$ cat src/rtl/network_interface.sv
// Mesh NoC local network interface: APB completer that turns each access into one request packet
// and completes on the matching response. Optional response timeout under NI_TIMEOUT_EN.
`timescale 1ns/1ps

module network_interface #(
    parameter int ROUTER_ROW       = 0,
    parameter int ROUTER_COL       = 0,
    parameter int ADDR_WIDTH       = 16,
    parameter int DATA_WIDTH       = 32,
    parameter int TIMEOUT_CYCLES   = 64,
    parameter int APB_PACKET_WIDTH = 12 + DATA_WIDTH + ADDR_WIDTH - 4
) (
    input  logic                        i_clk,
    input  logic                        i_rst,
    input  logic                        i_psel,
    input  logic                        i_penable,
    input  logic                        i_pwrite,
    input  logic [ADDR_WIDTH-1:0]       i_paddr,
    input  logic [DATA_WIDTH-1:0]       i_pwdata,
    output logic                        o_pready,
    output logic [DATA_WIDTH-1:0]       o_prdata,
    output logic                        o_pslverr,
    output logic [APB_PACKET_WIDTH-1:0] o_apbPacket,
    input  logic [APB_PACKET_WIDTH-1:0] i_apbPacket
);

    localparam int DataLo = 12;
    localparam int DataHi = 11 + DATA_WIDTH;
    localparam logic [3:0] SelfId = {2'(ROUTER_ROW), 2'(ROUTER_COL)};

    if (APB_PACKET_WIDTH != 12 + DATA_WIDTH + ADDR_WIDTH - 4) begin : g_width_check
        $error("APB_PACKET_WIDTH must equal 12 + DATA_WIDTH + ADDR_WIDTH - 4");
    end

    typedef enum logic [1:0] {StIdle, StSend, StWait, StDone} state_t;

    state_t                      state_q, state_d;
    logic [APB_PACKET_WIDTH-1:0] pkt_q, pkt_d;
    logic [3:0]                  dst_q, dst_d;
    logic                        write_q, write_d;
    logic [DATA_WIDTH-1:0]       prdata_q, prdata_d;
    logic                        pslverr_q, pslverr_d;
    logic [3:0]                  req_dst;
    logic                        rsp_ok;
    logic                        expired;
    logic                        unused_bits;

    assign req_dst = i_paddr[ADDR_WIDTH-1 -: 4];

    // Only a valid response whose source is the node we addressed may complete the transfer.
    assign rsp_ok = i_apbPacket[10] & i_apbPacket[9] & (i_apbPacket[7:4] == dst_q);

    assign unused_bits = ^{i_apbPacket[APB_PACKET_WIDTH-1:DataHi+1], i_apbPacket[8],
                           i_apbPacket[3:0]};

`ifdef NI_TIMEOUT_EN
    localparam int CntWidth = $clog2(TIMEOUT_CYCLES + 1);
    logic [CntWidth-1:0] tmo_q, tmo_d;

    // Expires on the TIMEOUT_CYCLES-th WAIT cycle; a response in that cycle still wins.
    assign expired = (state_q == StWait) && (tmo_q == CntWidth'(TIMEOUT_CYCLES - 1));

    always_comb begin
        tmo_d = '0;
        if (state_q == StWait && state_d == StWait) begin
            tmo_d = tmo_q + 1'b1;
        end
    end

    always_ff @(posedge i_clk) begin
        if (i_rst) begin
            tmo_q <= '0;
        end else begin
            tmo_q <= tmo_d;
        end
    end
`else
    localparam int unused_timeout = TIMEOUT_CYCLES;
    assign expired = 1'b0;
`endif

    always_comb begin
        state_d   = state_q;
        pkt_d     = pkt_q;
        dst_d     = dst_q;
        write_d   = write_q;
        prdata_d  = prdata_q;
        pslverr_d = pslverr_q;
        unique case (state_q)
            StIdle: begin
                if (i_psel && i_penable) begin
                    if (req_dst == SelfId) begin
                        prdata_d  = '0;
                        pslverr_d = 1'b1;
                        state_d   = StDone;
                    end else begin
                        dst_d   = req_dst;
                        write_d = i_pwrite;
                        pkt_d   = {i_paddr[ADDR_WIDTH-5:0],
                                   i_pwrite ? i_pwdata : {DATA_WIDTH{1'b0}},
                                   1'b0, 1'b1, 1'b0, i_pwrite, SelfId, req_dst};
                        state_d = StSend;
                    end
                end
            end
            StSend: state_d = StWait;
            StWait: begin
                if (rsp_ok) begin
                    prdata_d  = write_q ? '0 : i_apbPacket[DataHi:DataLo];
                    pslverr_d = i_apbPacket[11];
                    state_d   = StDone;
                end else if (expired) begin
                    prdata_d  = '0;
                    pslverr_d = 1'b1;
                    state_d   = StDone;
                end
            end
            StDone: state_d = StIdle;
            default: state_d = StIdle;
        endcase
    end

    always_ff @(posedge i_clk) begin
        if (i_rst) begin
            state_q   <= StIdle;
            pkt_q     <= '0;
            dst_q     <= '0;
            write_q   <= 1'b0;
            prdata_q  <= '0;
            pslverr_q <= 1'b0;
        end else begin
            state_q   <= state_d;
            pkt_q     <= pkt_d;
            dst_q     <= dst_d;
            write_q   <= write_d;
            prdata_q  <= prdata_d;
            pslverr_q <= pslverr_d;
        end
    end

    assign o_pready    = (state_q == StDone);
    assign o_prdata    = o_pready ? prdata_q : '0;
    assign o_pslverr   = o_pready & pslverr_q;
    assign o_apbPacket = (state_q == StSend) ? pkt_q : '0;

endmodule

$ cat config.mk
export PLATFORM = sky130hd
export DESIGN_NAME = network_interface
export DESIGN_NICKNAME = d
export VERILOG_FILES = /design/src/rtl/network_interface.sv
export SDC_FILE = /design/constraint.sdc
export NUM_CORES = 1
export LEC_CHECK = 0
export BUFFER_PORTS_ARGS = -buffer_cell sky130_fd_sc_hd__buf_2
export CORE_MARGIN = 3
export CORE_UTILIZATION = 38
export DETAILED_ROUTE_END_ITERATION = 7
export GPL_TIMING_DRIVEN = 0
export PLACE_DENSITY = 0.76
export SETUP_SLACK_MARGIN = 0.02
export SKIP_CTS_REPAIR_TIMING = 1
export SLEW_MARGIN = 20
export SYNTH_ARGS = -nofsm -noshare
export SYNTH_HDL_FRONTEND = slang
export SYNTH_SLANG_ARGS = --single-unit
$ cat constraint.sdc
create_clock -name i_clk -period 2.4 [get_ports i_clk]
set_input_delay 0.36 -clock i_clk [delete_from_list [all_inputs] [get_ports i_clk]]
set_output_delay 0.36 -clock i_clk [all_outputs]
set_load 0.05 [all_outputs]
* Yosys cells after proc, flatten, opt, wreduce, memory -nomap -nowiden
Cells that the tools add are included.
** Storage, ports and cells
- Flip-flop bits (word level) :: 90
- Bits of input ports :: 109
- Output and inout bits :: 90
- Logic and storage cells :: 40
** Cells by class
- Equality and inequality tests :: 7
- Mux-type cells :: 16
- Bitwise logic cells :: 4
- Reduce and logical (&&, ||, !) cells :: 7
** Operator list (number)
- $mux 32 :: 6
- $pmux 32 s2 :: 1
- $mux 56 :: 1
- $pmux 2 s4 :: 1
- $mux 2 :: 3
- $ne 2x2->1 const B :: 3
- $eq 2x2->1 const B :: 2
- $eq 4x4->1 :: 1
- $logic_not 4->1 :: 1
- $reduce_and 4->1 :: 1
- $and 1x1->1 :: 3
- $mux 1 :: 3
- $reduce_and 3->1 :: 1
- $eq 2x1->1 const B :: 1
- $logic_not 2->1 :: 1
- $pmux 1 s2 :: 1
- $reduce_and 2->1 :: 1
- $reduce_bool 2->1 :: 1
- $logic_and 1x1->1 :: 1
- $not 1->1 :: 1

* Depth between registers and ports, before layout
Gate-level depths: netlist (run 1).
- Word-level depth :: 4
- Mapped depth :: 9
- Depth with buffers taken out :: 6

* Worst setup path after synthesis (run 1)
Ideal clock, no wire load.
- Path type :: reg2out
- Start point :: register state_q[0]
- End point :: output port o_prdata[10]
- Arrival :: 1599 ps
- Data required time :: 2040 ps
- Setup slack :: 441 ps
- Stages on the path, launching flop included :: 4
- Path buffers :: 1
- Path through :: dfxtp_1 ha_1 clkbuf_1 and2_1
** On the way
- Longest elaborated chain between the ends :: 2
** RTL lines
- start: declaration :: RTL line 37 : state_t state_q, state_d;
- start signal: assignment :: RTL line 125 : state_q <= StIdle;
- start signal: assignment :: RTL line 132 : state_q <= state_d;
- $eq 2x2->1 :: RTL line 141 : assign o_pready = (state_q == StDone);
- net o_pready :: RTL line 20 : output logic o_pready,
- $mux 32 :: RTL line 142 : assign o_prdata = o_pready ? prdata_q : '0;
- end: declaration :: RTL line 21 : output logic [DATA_WIDTH-1:0] o_prdata,
The timed path passes the listed nets, and every way through them passes these cells.

* Final worst setup path (run 1)
- Start point :: register state_q[1]
- End point :: output port o_apbPacket[44]
** On the way
- Longest elaborated chain between the ends :: 2
** RTL lines
- $eq 2x1->1 :: RTL line 144 : assign o_apbPacket = (state_q == StSend) ? pkt_q : '0;
- $mux 56 :: RTL line 144
- end: declaration :: RTL line 23 : output logic [APB_PACKET_WIDTH-1:0] o_apbPacket,
Every way passes these cells.

==> metrics.md, run 1 <==
| Metric | Value |
|---|---|
| Max_slew headroom | between 60% and 70% |
| Initial cell density of the core | 39.2% |
| Die W | around 110 µm |
| Buffer type at the clock tree root | sky130_fd_sc_hd__clkbuf_8 |
| CTS HTree Levels | 3 |
| Post-synthesis adder-cell area fraction | under 10% |
| Util after Layout | about half |
| Setup violations, final | 0 |
| Maximum number of pins on one net before global-route repair | 14 |
| Setup_tns | 0 ns |
| Worst min-delay path class | in2reg |
| DR iter-0 viols | 249 |
| Wirelength per Cell | 13.3 µm |
| Post-route fraction of the period consumed by the critical path | approximately 90% |
| Clock latency on the worst-skew pair | 0.34 ns |
| HPWL after detailed placement | ~8500 µm |
| Count of boundary I/O pins | 199 |
| Fraction of layout instances using a drive strength above 1 | 30.9% |
| Via count of the first global-routing pass | 3723 |
| Proportion of register bits with asynchronous set or reset after synthesis | 0% |
| Top achievable clock speed | 452 MHz |
| # placed instances | 809 |
| CTS buffer count | 9 |
| Category of the worst setup path launch point | register |
| Result of the run | completed |
| Data arrival time of the critical path | between 1.5 and 2 ns |
| Finished Layout Cells | between 800 and 900 |
| Share of synthesized area occupied by flip-flops and latches | 41.8% |
| Clock transition at path regs | 0.08 ns |
| Detailed Route WL | 11000 µm |
| Unique cell type count in the Yosys netlist | 33 |
| PD cells | 722 mW/mm² |
| Clock net sink count | between 80 and 90 |
| Routability congestion estimate | 0.757 |
| Area of the mapped netlist | around 0.004 mm² |
| Post-Synth Simple-Gate Area | 32.9% |
| Growth of design area from synthesis to finish | 32.3% |
| Vias after detailed routing | between 3000 and 4000 |
| VDD IR-drop max | just over 300 µV |
| Category of the critical setup timing path | reg2out |
| Number of diodes added for antenna fixing | 0 |
| Data required, critical path | 2.04 ns |
| Worst slew pin tran | ~0.53 ns |
| Seq cells post-synth | between 80 and 90 |
| Xor/xnor cell area share of the yosys netlist | less than 1% |
| Buffers on Ports | 174 |
| Setup WS post-layout | 0.188 ns |
| Die outline height | around 110 µm |
| Placeable core area | 0.0104 mm² |
| Final Hold Viols | 0 |
| Clock tree from TritonCTS | yes |
| Number of cells produced by synthesis | 494 |
| Clock period minus worst slack | 2.21 ns |
| Cell leakage power | 2.61 nW |
| Syn. warnings | 0 |
| Average vias per placed instance | 4.72 |
| Endpoint type of the worst setup path | output pin |
| Number of iterations in the first detailed-routing pass | 4 |
| Total GRT Usage | a little under a fifth |
| Setup repair after global routing missed its margin | yes |
| Share of cell area taken by muxes after synthesis | 8.12% |
| Mean cell area of the mapped netlist | 8.23 µm² |
| Most used DFF post-synth | sky130_fd_sc_hd__dfxtp_1 |
| Antenna violations before repair | 0 |
| Compound-Gate Fraction of Synth Area | 8.74% |
| Critical Path Fanout Max | 10 |
| Power consumption | 3.88 mW |
| Congestion Overflow GR | 0 |
| Number of nets in the final layout | around 800 |
| Pre-CTS setup slack | 0.287 ns |
| Count of standard-cell rows | 37 |
| Antenna Violating Nets Remaining | 0 |
| Clock skew | 0.00927 ns |
| Number of max-cap violations | 0 |
| Die Area | 0.0120 mm² |
| Dominant combinational cell family by area after synthesis | simple AND/OR/NAND/NOR gates |
| Count of flip-flops with a built-in enable after synthesis | 0 |
| Pins over their slew limit | 0 |
| Buffer levels on the longest clock path | 2 |
| Fillers | 1018 |
| Drt drc | 0 |
| Wire length of the first global-routing pass | 17200 µm |
## synth_stat cells (4+ instances only)
cell type	instances	area share, %
sky130_fd_sc_hd__nor2_1	4	0.37
sky130_fd_sc_hd__and2_1	84	13
sky130_fd_sc_hd__mux2i_1	33	8.1
sky130_fd_sc_hd__ha_1	5	1.5
sky130_fd_sc_hd__nand2_1	99	9.1
sky130_fd_sc_hd__nand2b_1	32	4.9
sky130_fd_sc_hd__dfxtp_1	85	42
sky130_fd_sc_hd__buf_1	4	0.37
sky130_fd_sc_hd__a21oi_1	50	6.2
sky130_fd_sc_hd__buf_2	4	0.49
sky130_fd_sc_hd__buf_4	6	1.1
sky130_fd_sc_hd__buf_6	5	1.4
sky130_fd_sc_hd__nand3_1	32	3.9
sky130_fd_sc_hd__clkbuf_1	25	2.3
## flip-flops by register name, indices dropped and copies added (netlist names)
signal,count
dst_q,3
pkt_q,47
prdata_q,32
pslverr_q,1
state_q,2
## through the flow
step	hold WS, ns	cell area [µm²]
4_1_cts	0.235	5370
2_1_floorplan	0.417	4090
6_report	0.257	5380
5_1_grt	0.235	5380
3_5_place_dp	0.430	5130
3_3_place_gp	0.429	5130
## logic make-up (layout without fill, tap and decap cells)
group / count (synthesis) / after routing
flip-flops: 85 / 85
adder cells (fa/ha/maj): 5 / 5
XOR/XNOR: 4 / 4
buffers and inverters: 47 / 237
AO/OA/AOI/OAI: 60 / 60
AND/OR/NAND/NOR: 259 / 259
other: 1 / 6
multiplexers: 33 / 33
## power by group
part           switching (mW)  total, mW  internal [mW]
registers              0.0580       1.57           1.51
logic                   0.695       1.10          0.401
clock network           0.494       1.21          0.720
total                    1.25       3.88           2.63
## layer usage
metal  vias up  share of wire [%]  track usage, %
met5         -                  0               0
met4         0                1.1            5.88
met3        10                7.5            3.82
met2       147                 48            31.7
met1      1765                 43            21.8
li1       1971                  -               -
## critical path, cell delays in order, from the launching register on
cell	delay, ns
sky130_fd_sc_hd__dfxtp_1	0.35
sky130_fd_sc_hd__inv_1	0.11
sky130_fd_sc_hd__ha_1	0.32
sky130_fd_sc_hd__clkbuf_1	0.30
sky130_fd_sc_hd__and2_1	0.18
sky130_fd_sc_hd__buf_2	0.26
## cells in the final DEF, fill, tap and decap left out, types with 2 or more instances in the layout
cell                        count
sky130_fd_sc_hd__nand3_1       32
sky130_fd_sc_hd__ha_1           4
sky130_fd_sc_hd__nor2_1         4
sky130_fd_sc_hd__clkbuf_8      10
sky130_fd_sc_hd__and2_1        84
sky130_fd_sc_hd__buf_2        178
sky130_fd_sc_hd__clkbuf_2       4
sky130_fd_sc_hd__nand2_1       99
sky130_fd_sc_hd__mux2i_1       33
sky130_fd_sc_hd__inv_1          3
sky130_fd_sc_hd__nand2b_1      32
sky130_fd_sc_hd__a21oi_1       50
sky130_fd_sc_hd__a211oi_1       3
sky130_fd_sc_hd__buf_6          5
sky130_fd_sc_hd__conb_1         6
sky130_fd_sc_hd__nor3_1         2
sky130_fd_sc_hd__buf_4          6
sky130_fd_sc_hd__dfxtp_1       85
sky130_fd_sc_hd__buf_1          4
sky130_fd_sc_hd__clkbuf_1      23
sky130_fd_sc_hd__xor2_1         3
sky130_fd_sc_hd__bufinv_16      3
## path summary, 6_finish.rpt
kind / slack, ns / start / cells past startpoint / endpoint
setup / recovery: 0.19 / state_q[1] / 5 / o_apbPacket[44]
hold / removal: 0.26 / i_apbPacket[16] / 3 / prdata_q[4]
setup reg to reg: 0.33 / state_q[0] / 7 / prdata_q[15]
hold reg to reg: 0.44 / pslverr_q / 2 / pslverr_q
## final cells by class
| class | instances | area [µm²] | area share [%] |
|---|---|---|---|
| inverter | 3 | 11.3 | 0.209 |
| tap | 136 | 170 | 3.16 |
| buffer | 44 | 235 | 4.37 |
| clock inverter | 4 | 95.1 | 1.77 |
| timing repair buffer | 174 | 871 | 16.2 |
| sequential | 85 | 1700 | 31.6 |
| clock buffer | 12 | 145 | 2.70 |
| multi-input combinational | 367 | 2150 | 40.0 |
Note: power is estimated with default switching activity, not from simulation.
==> inputs of run 2 (changes only) <==
Settings changed: PLACE_DENSITY 0.76 to 0.68.
==> run 2 against run 1 <==
  * Sequential power is essentially flat
  * Clock-buffer cell count grew 3
  * Highest routed layer unchanged
  * Largest power group unchanged
  * Maximum frequency grew 0.44%
  * Routed wire length shrank 0.62%
==> metrics.md, run 2 (same netlist as run 1, synthesis figures left out) <==
| Metric | Value |
|---|---|
| Buffer levels on the longest clock path | 2 (unchanged) |
| Initial cell density of the core | 39.2% (unchanged) |
| Buffers on Ports | 174 (unchanged) |
| Via count of the first global-routing pass | 3705 (-0.48%) |
| Antenna violations before repair | 0 (unchanged) |
| Result of the run | completed |
| Critical path buffer and inverter count | 3 (unchanged) |
| Sequential cell area | 0.00170 mm² (unchanged) |
| Clock net sink count | 85 (unchanged) |
| Switch Pwr | 1.22 mW (-2.5%) |
| Clock transition at path regs | 0.08 ns (about the same) |
| Drt drc | 0 (unchanged) |
| Final Hold Viols | 0 (unchanged) |
| Die outline height | 109 µm (unchanged) |
| Cell Chain, Critical Path | inv_1 -> ha_1 -> clkbuf_1 -> and2_1 -> buf_2 |
| Cell internal power dissipation | 2.35 mW (-11%) |
| Peak per-stage delay on the critical path | 0.34 ns (about the same) |
| PD cells | 671 mW/mm² (-7.0%) |
| Clock period minus worst slack | 2.20 ns (-0.00974 ns) |
| Maximum number of pins on one net before global-route repair | 13 (-1) |
| Setup_tns | 0 ns (unchanged) |
| Relative contribution of combinational cells to total power | 30.6% (+2.4 points) |
| Antenna Violating Nets Remaining | 0 (unchanged) |
| Count of boundary I/O pins | 199 (unchanged) |
| Number of nets in the final layout | 798 (unchanged) |
| Setup repair after global routing missed its margin | no |
| Clock tree from TritonCTS | yes |
| Category of the worst setup path launch point | register |
| Routability congestion estimate | 0.765 (+1.0%) |
| Pins over their slew limit | 0 (unchanged) |
| Worst slew pin tran | 0.625 ns (+0.0968 ns) |
| Setup violations, final | 0 (unchanged) |
| Vias after detailed routing | 3867 (-0.67%) |
| Fraction of layout instances using a drive strength above 1 | 30.3% (-0.58 points) |
| Top achievable clock speed | 454 MHz (+0.44%) |
| Max_slew headroom | 58.2% (-6.5 points) |
| Post-route fraction of the period consumed by the critical path | 91.7% (-0.41 points) |
| Pre-CTS setup slack | 0.311 ns (+0.0235 ns) |
| CTS buffer count | 9 (unchanged) |
| Endpoint type of the worst setup path | output pin |
| Detailed Route WL | 10900 µm (-0.62%) |
| Net switching fraction of the power | 34.1% (+2.0 points) |
| DR iter-0 viols | 209 (-16%) |
| Commonest non-fill, non-tap cells in the layout | 178 x sky130_fd_sc_hd__buf_2, 99 x sky130_fd_sc_hd__nand2_1, 85 x sky130_fd_sc_hd__dfxtp_1, 84 x sky130_fd_sc_hd__and2_1, 50 x sky130_fd_sc_hd__a21oi_1 |
| Footprint of the multi-input gates | 0.00214 mm² (-0.35%) |
| Total GRT Usage | 17.9% (-0.12 points) |
| Data arrival time of the critical path | 1.84 ns (about the same) |
| Cell count of the worst hold path | 3 (unchanged) |
| Buffer type at the clock tree root | sky130_fd_sc_hd__clkbuf_8 |
| Worst min-delay path class | in2reg |
| Fillers | 1031 (+1.3%) |
| Setup WS post-layout | 0.198 ns (+0.00974 ns) |
| Clock power frac | 25.3% (-6.0 points) |
| Max FFs per register | 47 (unchanged) |
| Wirelength per Cell | 13.2 µm (-0.74%) |
| CP max stage cell | sky130_fd_sc_hd__dfxtp_1 |
| Count of standard-cell rows | 37 (unchanged) |
| Register ranked first by flip-flop count | pkt_q |
| Critical Path Fanout Max | 10 (unchanged) |
| Clock skew | 0.00610 ns (-0.00317 ns) |
| Worst-case reg-to-reg path depth | 7 (unchanged) |
| Number of max-cap violations | 0 (unchanged) |
| Average vias per placed instance | 4.68 (-0.79%) |
| Die Area | 0.0120 mm² (unchanged) |
| Clock latency on the worst-skew pair | 0.35 ns (about the same) |
| Number of cells on the critical path | 5 (unchanged) |
| Die W | 109 µm (unchanged) |
| Growth of design area from synthesis to finish | 30.5% |
| Congestion Overflow GR | 0 (unchanged) |
| Wire length of the first global-routing pass | 17100 µm (-0.76%) |
| Number of iterations in the first detailed-routing pass | 4 (unchanged) |
| Category of the critical setup timing path | reg2out |
| Seq pwr share | 44.1% (+3.6 points) |
| Cell type group with the largest total delay on the critical path | buffers and inverters |
| Most common cell after layout, fill and taps aside | sky130_fd_sc_hd__buf_2 |
| Cell leakage power | 2.58 nW (-1.2%) |
| VDD IR-drop max | 225 µV (-27%) |
| CTS HTree Levels | 3 (unchanged) |
| Placeable core area | 0.0104 mm² (unchanged) |
| HPWL after detailed placement | 8550 µm (+0.54%) |
| Biggest regs | pkt_q x47, prdata_q x32, dst_q x3 |
| Data required, critical path | 2.04 ns (about the same) |
## run 2: area by class of cell
class	instances	share of cell area, %
Clock buffer	15	3.14
Clock inverter	1	0.0943
Multi-Input combinational cell	367	40.4
Sequential cell	85	32.1
Buffer	44	4.43
Inverter	3	0.212
Tap cell	136	3.21
Timing Repair Buffer	174	16.4
Antenna cell	1	0.0472
## run 2: power groups by stage
stage	Clock (mW)	Combinational [mW]	Sequential, mW
global placement	0	1.08	1.60
finish	0.900	1.09	1.57
global route	0.996	1.20	1.58
CTS	0.935	1.10	1.57
detailed placement	0	1.10	1.60
floorplan	0	0.806	1.59
## run 2: worst paths after layout
kind	from	endpoint	slack, ns
min reg2reg	pkt_q[36]	pkt_q[36]	0.45
min	i_paddr[8]	pkt_q[52]	0.24
max	state_q[1]	o_apbPacket[18]	0.20
max reg2reg	state_q[0]	prdata_q[27]	0.33
## run 2: worst reg2reg max path: cells and delay by family, from the launching register on
family | cells | cell delay [ns]
adders and majority gates | 1 | 0.24
muxes | 1 | 0.18
and+or+nand+nor | 1 | 0.48
DFF | 1 | 0.39
buffers and inverters | 2 | 0.30
AOI/OAI and AO/OA | 2 | 0.40
## run 2: per-stage QoR
step,instances,area [µm²],hold WS [ns],utilization (%),power (mW)
after detailed placement,809,5130,0.436,49.4,2.70
after global placement,809,5130,0.429,49.4,2.68
after CTS,825,5300,0.222,51.1,3.61
after global routing,825,5300,0.236,51.1,3.78
after floorplan,499,4090,0.417,-,2.39
final,826,5310,0.244,51.2,3.56
## run 2: per-layer routing
layer	share of wire (%)	global-route usage, %	vias up
met5	0	0	-
met4	1.4	6.68	0
met3	9.1	4.70	11
met2	46	30.3	142
met1	43	21.8	1749
li1	-	-	1965
==> inputs of run 3 (changes only) <==
Clock period 2.4 ns to 2.25 ns, I/O delays scaled along.
==> run 3 against run 2 <==
  * Register-to-register slack worse by 0.15 ns
  * Sequential power grew 7%
  * Design area increased by 0.21%
  * Non-clock buffer count unchanged
  * Flip-flop and latch count unchanged
  * Largest cell class unchanged
==> metrics.md, run 3 (same netlist as run 1, synthesis figures left out) <==
| Metric | Value |
|---|---|
| Result of the run | completed |
| Top achievable clock speed | 472 MHz |
| Clock transition at path regs | 0.08 ns (about the same) |
| HPWL after detailed placement | 8550 µm (unchanged) |
| Buffers on Ports | 174 (unchanged) |
| Buffer levels on the longest clock path | 2 (unchanged) |
| Congestion Overflow GR | 0 (unchanged) |
| Setup violations, final | 0 (unchanged) |
| Via count of the first global-routing pass | 3705 (unchanged) |
| Clock period minus worst slack | 2.12 ns |
| Cell Chain, Critical Path | inv_1 -> ha_1 -> buf_2 -> and2_1 -> buf_2 |
| Average vias per placed instance | 4.69 (about the same) |
| Power consumption | 3.81 mW (+6.9%) |
| Category of the critical setup timing path | reg2out |
| Non-Filler Cell Area, Final | 0.00532 mm² (+0.21%) |
| Count of standard-cell rows | 37 (unchanged) |
| Total GRT Usage | 17.9% (unchanged) |
| Worst min-delay path class | in2reg |
| Biggest regs | pkt_q x47, prdata_q x32, dst_q x3 |
| Fillers | 1032 (+0.097%) |
| Clock net sink count | 85 (unchanged) |
| Setup WS post-layout | 0.133 ns (-0.0650 ns) |
| DR iter-0 viols | 221 (+5.7%) |
| Peak per-stage delay on the critical path | 0.34 ns (about the same) |
| Pins over their slew limit | 0 (unchanged) |
| Category of the worst setup path launch point | register |
| PD cells | 716 mW/mm² (+6.7%) |
| Detailed Route WL | 10900 µm (+0.35%) |
| Most common cell after layout, fill and taps aside | sky130_fd_sc_hd__buf_2 |
| Clock latency on the worst-skew pair | 0.35 ns (about the same) |
| Net switching fraction of the power | 34.1% (-0.037 points) |
| Initial cell density of the core | 39.2% (unchanged) |
| Growth of design area from synthesis to finish | 30.7% |
| Pre-CTS setup slack | 0.161 ns (-0.150 ns) |
| Buffer type at the clock tree root | sky130_fd_sc_hd__clkbuf_8 |
| Number of nets in the final layout | 798 (unchanged) |
| Post-route fraction of the period consumed by the critical path | between 90% and 100% |
| Number of max-cap violations | 0 (unchanged) |
| Commonest non-fill, non-tap cells in the layout | 180 x sky130_fd_sc_hd__buf_2, 99 x sky130_fd_sc_hd__nand2_1, 85 x sky130_fd_sc_hd__dfxtp_1, 84 x sky130_fd_sc_hd__and2_1, 50 x sky130_fd_sc_hd__a21oi_1 |
| Die outline height | 109 µm (unchanged) |
| Cell leakage power | 2.59 nW (+0.41%) |
| Die Area | 0.0120 mm² (unchanged) |
| Cell area after placement | 0.00513 mm² (unchanged) |
| Number of iterations in the first detailed-routing pass | 4 (unchanged) |
| Clock power frac | 25.2% (about the same) |
| Max FFs per register | 47 (unchanged) |
| Antenna Violating Nets Remaining | 0 (unchanged) |
| Setup repair after global routing missed its margin | yes |
| Cell internal power dissipation | 2.51 mW (+7.0%) |
| Seq pwr share | 44.0% (about the same) |
| Relative contribution of combinational cells to total power | 30.8% (+0.2 points) |
| Antenna violations before repair | 0 (unchanged) |
| CP max stage cell | sky130_fd_sc_hd__dfxtp_1 |
| Clock tree from TritonCTS | yes |
| Routability congestion estimate | 0.765 (unchanged) |
| CTS HTree Levels | 3 (unchanged) |
| VDD IR-drop max | 239 µV (+6.5%) |
| Drt drc | 0 (unchanged) |
| Worst slew pin tran | 0.540 ns (-0.0849 ns) |
| Data required, critical path | 1.91 ns (-0.13 ns) |
| Endpoint type of the worst setup path | output pin |
| Maximum number of pins on one net before global-route repair | 13 (unchanged) |
| Util after Layout | 51.3% (+0.11 points) |
| Data arrival time of the critical path | 1.78 ns (-0.06 ns) |
| Wirelength per Cell | 13.2 µm (+0.35%) |
| Register ranked first by flip-flop count | pkt_q |
| Switch Pwr | 1.30 mW (+6.8%) |
| Vias after detailed routing | 3870 (+0.078%) |
| Die W | 109 µm (unchanged) |
| Final Hold Viols | 0 (unchanged) |
| Wire length of the first global-routing pass | 17100 µm (unchanged) |
| Clock skew | 0.00660 ns (+0.000493 ns) |
| Max_slew headroom | 64.0% (+5.7 points) |
| Fraction of layout instances using a drive strength above 1 | 31.1% (+0.73 points) |
| Critical Path Fanout Max | 10 (unchanged) |
| CTS buffer count | 9 (unchanged) |
| Count of boundary I/O pins | 199 (unchanged) |
| Placeable core area | 0.0104 mm² (unchanged) |
| Most frequent CP cell | sky130_fd_sc_hd__buf_2 |
| Setup_tns | 0 ns (unchanged) |
## run 3: area by class of cell
class                           count  area (µm²)  share of cell area, %
Multi-Input combinational cell    367        2150                   40.4
Sequential cell                    85        1700                   32.0
Timing Repair Buffer              174         871                   16.4
Buffer                             44         239                   4.50
Tap cell                          136         170                   3.20
Clock buffer                       15         166                   3.13
Inverter                            3        11.3                  0.212
Clock inverter                      1        5.00                 0.0941
Antenna cell                        1        2.50                 0.0471
## run 3: final timing paths
kind         startpoint              to  slack, ns  depth (start not counted)
max          state_q[1]  o_apbPacket[8]       0.13                          5
min          i_paddr[8]       pkt_q[52]       0.22                          3
max reg2reg  state_q[0]    prdata_q[27]       0.18                          7
min reg2reg   pkt_q[36]       pkt_q[36]       0.45                          2
## run 3: through the flow
stage               hold WS (ns)  instances
CTS                        0.199        825
floorplan                  0.417        499
global route               0.214        825
finish                     0.219        826
detailed placement         0.436        809
global placement           0.429        809
## run 3: metal layers
metal	wire length, µm	global-route usage, %	vias to the layer above
li1	-	-	1964
met1	4780	21.8	1746
met2	5010	30.3	149
met3	995	4.70	11
met4	150	6.68	0
met5	0	0	-
## run 3: power by group through the flow
| stage | logic [mW] | registers [mW] | clock network, mW |
|---|---|---|---|
| after floorplan | 0.860 | 1.69 | 0 |
| after global placement | 1.15 | 1.70 | 0 |
| after detailed placement | 1.17 | 1.71 | 0 |
| after CTS | 1.18 | 1.67 | 0.998 |
| after global routing | 1.29 | 1.69 | 1.06 |
| final | 1.17 | 1.68 | 0.961 |
## run 3: worst max-delay path, delay by kind of cell, from the launching register on
kind	cells	cell delay [ns]
adder cells (fa/ha/maj)	1	0.30
buffers and inverters	3	0.63
AND/OR/NAND/NOR	1	0.17
flip-flops	1	0.34
